===== src/rtl/instr_fetch_unit.sv =====
// instr_fetch_unit
//   Fetch front end for the opcode decoder. Holds the fetch PC and issues word
//   reads to instruction memory (req/ready request, in-order rvalid response).
//   Returned words are buffered in a small FIFO and presented to decode as
//   {instr, instr_pc} with a valid/ready handshake. A redirect flushes the FIFO,
//   reloads the PC and marks every outstanding response as stale.
//
//   Optional feature macro: IFU_PERF_CNT_EN adds perf_fetched / perf_stall.
//
// Ports
//   clk, rst                      clock, synchronous active-high reset
//   imem_req/addr/ready           request channel (word aligned address)
//   imem_rvalid/rdata             response channel, one per accepted request
//   instr_valid/instr/instr_pc    FIFO head toward decode
//   instr_ready                   decode consumes the head
//   redirect_valid/redirect_pc    restart fetch at redirect_pc (low bits dropped)
//   perf_fetched/perf_stall       [IFU_PERF_CNT_EN] saturating event counters
module instr_fetch_unit #(
  parameter logic [31:0] RESET_PC   = 32'h0000_0000,
  parameter int          FIFO_DEPTH = 2
) (
  input  logic        clk,
  input  logic        rst,
  output logic        imem_req,
  output logic [31:0] imem_addr,
  input  logic        imem_ready,
  input  logic        imem_rvalid,
  input  logic [31:0] imem_rdata,
  output logic        instr_valid,
  output logic [31:0] instr,
  output logic [31:0] instr_pc,
  input  logic        instr_ready,
  input  logic        redirect_valid,
  input  logic [31:0] redirect_pc
`ifdef IFU_PERF_CNT_EN
  ,
  output logic [31:0] perf_fetched,
  output logic [31:0] perf_stall
`endif
);

  localparam int CW = $clog2(FIFO_DEPTH + 1);
  localparam int PW = (FIFO_DEPTH > 1) ? $clog2(FIFO_DEPTH) : 1;

  typedef enum logic [1:0] {BOOT, RUN, DRAIN} state_t;

  typedef struct packed {
    logic [31:0] instr;
    logic [31:0] pc;
  } fetch_ent_t;

  state_t        state;
  logic [31:0]   fetch_pc;
  logic [CW-1:0] count, inflight, discard;
  logic [PW-1:0] wr_ptr, rd_ptr;
  fetch_ent_t    fifo_q [FIFO_DEPTH];

  logic          credit_ok, hs, pop, rsp_drop, rsp_take, rsp_any, push, push_head;
  logic [CW-1:0] cnt_nxt, disc_redir;
  logic [PW-1:0] rd_nxt;
  logic [31:0]   rsp_pc;

  function automatic logic [PW-1:0] inc_ptr(input logic [PW-1:0] p);
    return (p == PW'(FIFO_DEPTH - 1)) ? '0 : p + 1'b1;
  endfunction

  // Credit counts FIFO slots already filled plus slots promised to requests in
  // flight, so a returning response always has room.
  assign credit_ok   = ({1'b0, inflight} + {1'b0, count}) < (CW+1)'(FIFO_DEPTH);
  assign imem_req    = (state == RUN) & credit_ok & ~redirect_valid;
  assign imem_addr   = fetch_pc;
  assign instr_valid = (count != '0);

  assign hs       = imem_req & imem_ready;
  assign pop      = instr_valid & instr_ready;
  assign rsp_drop = imem_rvalid & (discard != '0);
  assign rsp_take = imem_rvalid & (discard == '0) & (inflight != '0);
  assign rsp_any  = rsp_drop | rsp_take;
  assign push     = rsp_take & ~redirect_valid;

  // Live requests are consecutive words ending just below fetch_pc, so the
  // oldest one (the one answering now) sits inflight words back.
  assign rsp_pc   = fetch_pc - 32'({inflight, 2'b00});

  assign cnt_nxt    = count + CW'(push) - CW'(pop);
  assign rd_nxt     = pop ? inc_ptr(rd_ptr) : rd_ptr;
  // The pushed word becomes the head when nothing else remains after the pop.
  assign push_head  = push & ((count - CW'(pop)) == '0);
  // The response arriving with a redirect is counted as stale and dropped now.
  assign disc_redir = discard + inflight - CW'(rsp_any);

  always_ff @(posedge clk) begin
    if (push) fifo_q[wr_ptr] <= '{instr: imem_rdata, pc: rsp_pc};
  end

  always_ff @(posedge clk) begin
    if (rst) begin
      state    <= BOOT;
      fetch_pc <= RESET_PC;
      count    <= '0;
      inflight <= '0;
      discard  <= '0;
      wr_ptr   <= '0;
      rd_ptr   <= '0;
      instr    <= '0;
      instr_pc <= '0;
    end else if (redirect_valid) begin
      fetch_pc <= redirect_pc & ~32'h3;
      count    <= '0;
      wr_ptr   <= '0;
      rd_ptr   <= '0;
      inflight <= '0;
      discard  <= disc_redir;
      state    <= (disc_redir != '0) ? DRAIN : RUN;
    end else begin
      if (hs) fetch_pc <= fetch_pc + 32'd4;
      inflight <= inflight + CW'(hs) - CW'(rsp_take);
      discard  <= discard - CW'(rsp_drop);
      count    <= cnt_nxt;
      rd_ptr   <= rd_nxt;
      if (push) wr_ptr <= inc_ptr(wr_ptr);
      case (state)
        BOOT:    state <= RUN;
        DRAIN:   if ((discard - CW'(rsp_drop)) == '0) state <= RUN;
        default: state <= RUN;
      endcase
      // Head register holds its last value while the FIFO is empty.
      if (cnt_nxt != '0) begin
        if (push_head) begin
          instr    <= imem_rdata;
          instr_pc <= rsp_pc;
        end else begin
          instr    <= fifo_q[rd_nxt].instr;
          instr_pc <= fifo_q[rd_nxt].pc;
        end
      end
    end
  end

`ifdef IFU_PERF_CNT_EN
  always_ff @(posedge clk) begin
    if (rst) begin
      perf_fetched <= '0;
      perf_stall   <= '0;
    end else if (state != BOOT) begin
      if (pop && !(&perf_fetched)) perf_fetched <= perf_fetched + 32'd1;
      if (instr_ready && !instr_valid && !(&perf_stall)) perf_stall <= perf_stall + 32'd1;
    end
  end
`endif

endmodule

===== config.mk =====
export PLATFORM = sky130hd
export DESIGN_NAME = instr_fetch_unit
export DESIGN_NICKNAME = d
export VERILOG_FILES = /design/src/rtl/instr_fetch_unit.sv
export SDC_FILE = /design/constraint.sdc
export NUM_CORES = 1
export LEC_CHECK = 0
export BUFFER_PORTS_ARGS = -buffer_cell sky130_fd_sc_hd__buf_2
export CAP_MARGIN = 10
export CORE_MARGIN = 4
export CORE_UTILIZATION = 61
export DETAILED_ROUTE_END_ITERATION = 12
export GPL_TIMING_DRIVEN = 0
export PLACE_DENSITY = 0.81
export SYNTH_ARGS = -nofsm -noshare
export SYNTH_HDL_FRONTEND = slang
export SYNTH_SLANG_ARGS = --single-unit

===== constraint.sdc =====
create_clock -name clk -period 12.5 [get_ports clk]
set_clock_uncertainty 0.1 [all_clocks]
set_input_delay 1.25 -clock clk [delete_from_list [all_inputs] [get_ports clk]]
set_output_delay 1.25 -clock clk [all_outputs]
set_load 0.005 [all_outputs]

==> impl_metrics.toml, run 1 <==
[grt]
grt_overflow = 0
antenna_found_initial = 0
grt_pass1_wl_mm = 43.07
grt_max_degree = 63
first_global_vias = 8467
track_usage_pct = 28.94

[routing]
met2WireLength_mm = 13.47
wl_per_cell_um = 19.54
drc = 0
ant_nets = 0
m1WireLength_mm = 11.35
routed.top_layer = "met4"
vias = 8613
routed_wl_mm = 28.16
viasPerCell = 5.977
drtIter0Drc = 665
wl_met3_mm = 2.417
drt-pass1-iter-count = 6

[clock_tree]
cts_hold_buf = 0
cts_max_level = 1
cts-root-buf = "clkbuf_16"
clock-sinks = 226
clk_latency_ns = 0.51
cts_tree = "built"
clockBufferDepth = 3
cts_setup_buffers = 0
cts_resized = 0
path_clk_slew_ns = 0.06
cts_made_buffers = 23

[sta]
clock.fmax_ghz = 0.2058
finalSetupViolations = 0
whs_ns = 0.3470
slew_headroom_pct = 23.09
drv_slew = 0
finalSetupTns_ns = 0
finalHoldViolCount = 0
fin_crit_ns = 4.858
worstMarginPinSlew_ns = 1.145
rsz0062_at_grt = "no"
post-route-period-util_pct = 38.86

[critical_path]
arrival_ns = 5.16
cpPeakStageDelay_ns = 0.57
slowest_stage = "clkbuf_1"
crit_path_start = "redirect_valid"
endpoint_kind = "register"
cpMostUsedCell = "clkbuf_1"
worstReg2RegEnd = "instr_pc[5]"
start_kind = "input pin"
criticalPathCategory = "in2reg"
r2r-start = "inflight[1]"
crit_required_ns = 12.80
rrSetupSlack_ns = 8.50
endpoint = "instr_pc[5]"
critical_path.max_fanout = 10
crit_chain = "buf_2 -> inv_1 -> clkbuf_1 -> buf_1 -> nand2_1 -> ha_1 -> inv_1 -> ha_1 -> xnor3_1 -> a21o_1 -> clkbuf_1 -> clkbuf_1 -> o31ai_1 -> a211oi_1"
ff2ff_path_depth = 12

[place]
globalplace.congestion = 0.9360
hpwl_mm = 19.30
portBuffers = 161
placedCellCount = 1399

[synthesis]
ys_warn_count = 0
synth_edf_count = 124
ys.flop_type = "edfxtp_1"
ys_seq_area_share_pct = 55.93
synth_async_sr_flop_share_pct = 0
ys_seq_elements = 226
postSynthCellCount = 1013
synth.distinct_cells = 62
syn-cell-area_um2 = 10310
syn_area_per_cell_um2 = 10.18

[power_and_ir_drop]
p_leak_nw = 4.715
p_per_area_nw_per_um2 = 140.3
ir_worst_vdd_v = 0.0001137
power.total_w = 0.001713

[cells_and_area]
stdcell_count = 1441
n_antenna_cell = 0
fillers = 1177
layout_commonest_cell = "buf_2"
mostFrequentLayoutCells = "buf_2, nand2_1, edfxtp_1"
finalNetCount = 1286
area_delta_synth_final_pct = 18.42
drive_above_1_share_pct = 20.31

[worst_hold_path]
hold_path_class = "reg2reg"
worstHoldPathCells = 2

[floorplanning]
pin_count = 168
core_area_um2 = 16580
floorplan.initialDensity_pct = 62.16
dieHeight_um = 138.0
fp.dieW_um = 138.0
die_area_um2 = 19040
rows = 47

[flow_run]
drv_cap = 0

[outcome]
status = "finished clean"
[critical path, delay by kind of cell]
kind / cells / cell delay, ns
buffers and inverters: 7 / 2.30
AO/OA/AOI/OAI: 3 / 0.62
adder cells (fa/ha/maj): 2 / 0.51
XOR/XNOR: 1 / 0.24
AND/OR/NAND/NOR: 1 / 0.23
[synth_stat cells, types with 3 or more instances]
library cell / number / area [um^2]
nand2b_1: 7 / 43.79
a2111oi_0: 4 / 35.03
xor2_1: 15 / 131.4
a311oi_1: 3 / 26.28
buf_1: 6 / 22.52
buf_4: 5 / 37.54
a21oi_1: 47 / 235.2
nor4_1: 25 / 156.4
o22ai_1: 3 / 18.77
nor2_1: 91 / 341.6
nand4_1: 16 / 100.1
o21ai_0: 39 / 195.2
ha_1: 10 / 125.1
inv_1: 18 / 67.56
and2_1: 5 / 31.28
edfxtp_1: 124 / 3724
nor3_1: 18 / 90.09
xnor2_1: 30 / 262.8
nand3_1: 18 / 90.09
mux2i_1: 3 / 30.03
and4_1: 5 / 43.79
dfxtp_1: 102 / 2042
nand2_1: 170 / 638.1
nand4b_1: 5 / 43.79
clkbuf_1: 64 / 240.2
nand3b_1: 7 / 52.55
and3_1: 12 / 75.07
buf_2: 14 / 70.07
or4_1: 7 / 52.55
a31oi_1: 11 / 68.82
a311o_1: 35 / 350.3
mux2_2: 15 / 168.9
o31ai_1: 6 / 45.04
a22o_1: 7 / 61.31
or3_1: 7 / 43.79
or2_2: 7 / 43.79
a211oi_1: 17 / 127.6
o21a_1: 3 / 22.52
[report_power, final]
part / total [W] / internal [W] / switching (W)
Sequential: 0.000823 / 0.000808 / 0.0000145
Clock: 0.000695 / 0.000413 / 0.000282
Combinational: 0.000196 / 0.0000753 / 0.000120
[layer usage]
metal  GRT usage, %  up-vias
met2          49.02      433
met5              0        -
li1               -     4046
met3          4.499       77
met4          10.48        0
met1          37.91     4057
[state kept, by name (all words and copies together), names as in the netlist]
name	count
count	2
discard	2
fifo_q	124
imem_addr	30
inflight	2
instr	32
instr_pc	30
rd_ptr	1
state	2
wr_ptr	1
[layout make-up]
| class | count | area, um^2 | area share (%) |
|---|---|---|---|
| flip-flops and latches | 226 | 5766 | 47.23 |
| multi-input cells | 681 | 4106 | 33.64 |
| repair buffers | 163 | 845.8 | 6.928 |
| clock buffers | 32 | 629.4 | 5.155 |
| plain buffers | 91 | 392.9 | 3.218 |
| well taps | 220 | 275.3 | 2.255 |
| clock inverters | 10 | 125.1 | 1.025 |
| inverters | 18 | 67.56 | 0.5534 |
[metrics by stage]
stage | setup WS [ns] | util (%) | cell area, um^2
after floorplan | 7.297 | - | 10320
after global placement | 5.143 | 68.75 | 11400
after detailed placement | 7.227 | 69.07 | 11450
after CTS | 7.720 | 73.62 | 12210
after global routing | 7.495 | 73.62 | 12210
final | 7.642 | 73.62 | 12210
[logic make-up after synthesis]
logic type                 after synthesis  share of synthesized area [%]
buffers and inverters                  109                          4.467
adders and majority gates               12                          1.602
xor gates and xnor gates                47                          4.260
DFF                                    226                          55.93
muxes                                   18                          1.930
other                                    1                        0.03638
AOI/OAI and AO/OA                      187                          12.55
and+or+nand+nor                        413                          19.23
[worst min path at each step]
stage,start,to,slack (ns)
after global routing,instr[4],instr[4],0.37
after detailed placement,instr_pc[23],instr_pc[23],0.34
after CTS,instr[12],instr[12],0.35
after floorplan,instr_pc[10],instr_pc[10],0.35
final,instr_pc[23],instr_pc[23],0.35
after global placement,instr_pc[18],instr_pc[18],0.33
(Power assumes the default switching activity.)
==> run 2: changes to the inputs <==
Settings changed: CORE_UTILIZATION 61 to 57, PLACE_DENSITY 0.81 to 0.76.
Clock period 12.5 ns to 4.82 ns, I/O delays scaled along.
==> run 2 against run 1 <==
- core utilization decreased by 3.3 points
- clock power grew to 2.8 times the previous value
- critical endpoint unchanged
- register-to-register slack worse by 7.7 ns
- routed wire length shrank 1.8%
==> impl_metrics.toml, run 2 (synthesis gave the netlist of run 1 again) <==
[critical_path]
endpoint = "instr_pc[5]"
endpoint_kind = "register"
crit_chain = "buf_2 -> inv_1 -> clkbuf_1 -> buf_1 -> nand2_1 -> ha_1 -> inv_1 -> ha_1 -> xnor3_1 -> a21o_1 -> clkbuf_1 -> clkbuf_1 -> o31ai_1 -> a211oi_1"
cpPeakStageDelay_ns = 0.56
criticalPathCategory = "in2reg"
rrSetupSlack_ns = 0.79
cpMostUsedCell = "clkbuf_1"
slowest_stage = "clkbuf_1"
crit_required_ns = 5.14
crit_path_start = "redirect_valid"
worstReg2RegEnd = "instr_pc[5]"
ff2ff_path_depth = 12
r2r-start = "inflight[1]"
arrival_ns = 4.37
critical_path.max_fanout = 10
start_kind = "input pin"

[place]
placedCellCount = 1404
place_ws_ns = 0.3864
placedInstanceArea_um2 = 11470
portBuffers = 161
globalplace.congestion = 0.9210
hpwl_mm = 19.41

[routing]
vias = 8441
ant_nets = 0
drt-pass1-iter-count = 5
routed_wl_mm = 27.66
drc = 0
drtIter0Drc = 592
viasPerCell = 5.825
wl_per_cell_um = 19.09

[floorplanning]
dieHeight_um = 142.5
fp.dieW_um = 142.5
core_area_um2 = 17540
floorplan.initialDensity_pct = 58.78
rows = 48
pin_count = 168
die_area_um2 = 20300

[clock_tree]
clock-sinks = 226
cts_tree = "built"
cts_resized = 0
cts_hold_buf = 0
cts_setup_buffers = 0
clockBufferDepth = 3
clk_latency_ns = 0.51
path_clk_slew_ns = 0.06
cts-root-buf = "clkbuf_16"
cts_max_level = 1
cts_made_buffers = 24

[sta]
post-route-period-util_pct = 84.11
drv_slew = 0
finalHoldViolCount = 0
slew_headroom_pct = 31.87
finalSetupViolations = 0
final.setup.worst_slack_ns = 0.7659
fin_crit_ns = 4.054
clock.fmax_ghz = 0.2467
worstMarginPinSlew_ns = 1.015
rsz0062_at_grt = "no"

[grt]
grt_overflow = 0
first_global_vias = 8263
grt_max_degree = 63
track_usage_pct = 26.71
grt_pass1_wl_mm = 43.57
antenna_found_initial = 0

[cells_and_area]
mostFrequentLayoutCells = "buf_2, nand2_1, edfxtp_1"
n_antenna_cell = 0
stdcell_count = 1449
drive_above_1_share_pct = 20.42
layout_commonest_cell = "buf_2"
largest_reg_flops = 124
area_delta_synth_final_pct = 19.60
design_area_um2 = 12330
top_regs = "fifo_q: 124 flops, instr: 32 flops"
finalNetCount = 1288
top_register = "fifo_q"

[power_and_ir_drop]
ir_worst_vdd_v = 0.0003183
p_leak_nw = 4.768
p_per_area_nw_per_um2 = 373.7

[worst_hold_path]
worstHoldPathCells = 1
hold_path_class = "in2reg"
hp-start = "imem_rdata[14]"

[flow_run]
drv_cap = 0

[outcome]
status = "finished clean"
[run 2: per-stage QoR]
step                util (%)  setup TNS [ns]  hold WS [ns]  total power (W)
CTS                    70.28               0       0.06827         0.004618
global placement       65.05         -111.61        0.3311         0.002659
global route           70.31               0       0.07277         0.004775
floorplan                  -               0        0.3487         0.002494
finish                 70.31               0       0.08103         0.004607
detailed placement     65.43               0        0.3411         0.002676
[run 2: area by class of cell]
cell class	instances	area, um^2
sequential	226	5766
fill	1326	5207
multi-input combinational	681	4106
timing repair buffer	164	865.8
clock buffer	37	690.7
buffer	91	392.9
tap	225	281.5
clock inverter	7	158.9
inverter	18	67.56
[run 2: worst min-delay path by stage]
stage                    end  slack, ns
6_report       fifo_q[0][46]       0.08
5_1_grt        fifo_q[0][51]       0.07
4_1_cts        fifo_q[0][51]       0.07
3_5_place_dp     instr_pc[9]       0.34
3_3_place_gp    instr_pc[10]       0.33
2_1_floorplan   instr_pc[10]       0.35
[run 2: power breakdown]
group          switching, W  internal [W]  total [W]
sequential        0.0000380       0.00210    0.00213
combinational      0.000316      0.000196   0.000513
clock              0.000709       0.00125    0.00196
total               0.00106       0.00354    0.00461
[run 2: worst max-delay path: cells and delay by family]
family / cells / cell delay [ns]
AOI/OAI and AO/OA: 3 / 0.54
xor gates and xnor gates: 1 / 0.25
adders and majority gates: 2 / 0.51
buffers and inverters: 7 / 2.34
and+or+nand+nor: 1 / 0.23
[run 2: per-layer routing]
metal	wire, um	up-vias	GRT usage, %
li1	-	4047	-
met1	11820	3968	37.06
met2	12800	377	43.18
met3	2352	49	4.335
met4	688	0	8.754
met5	0	-	0
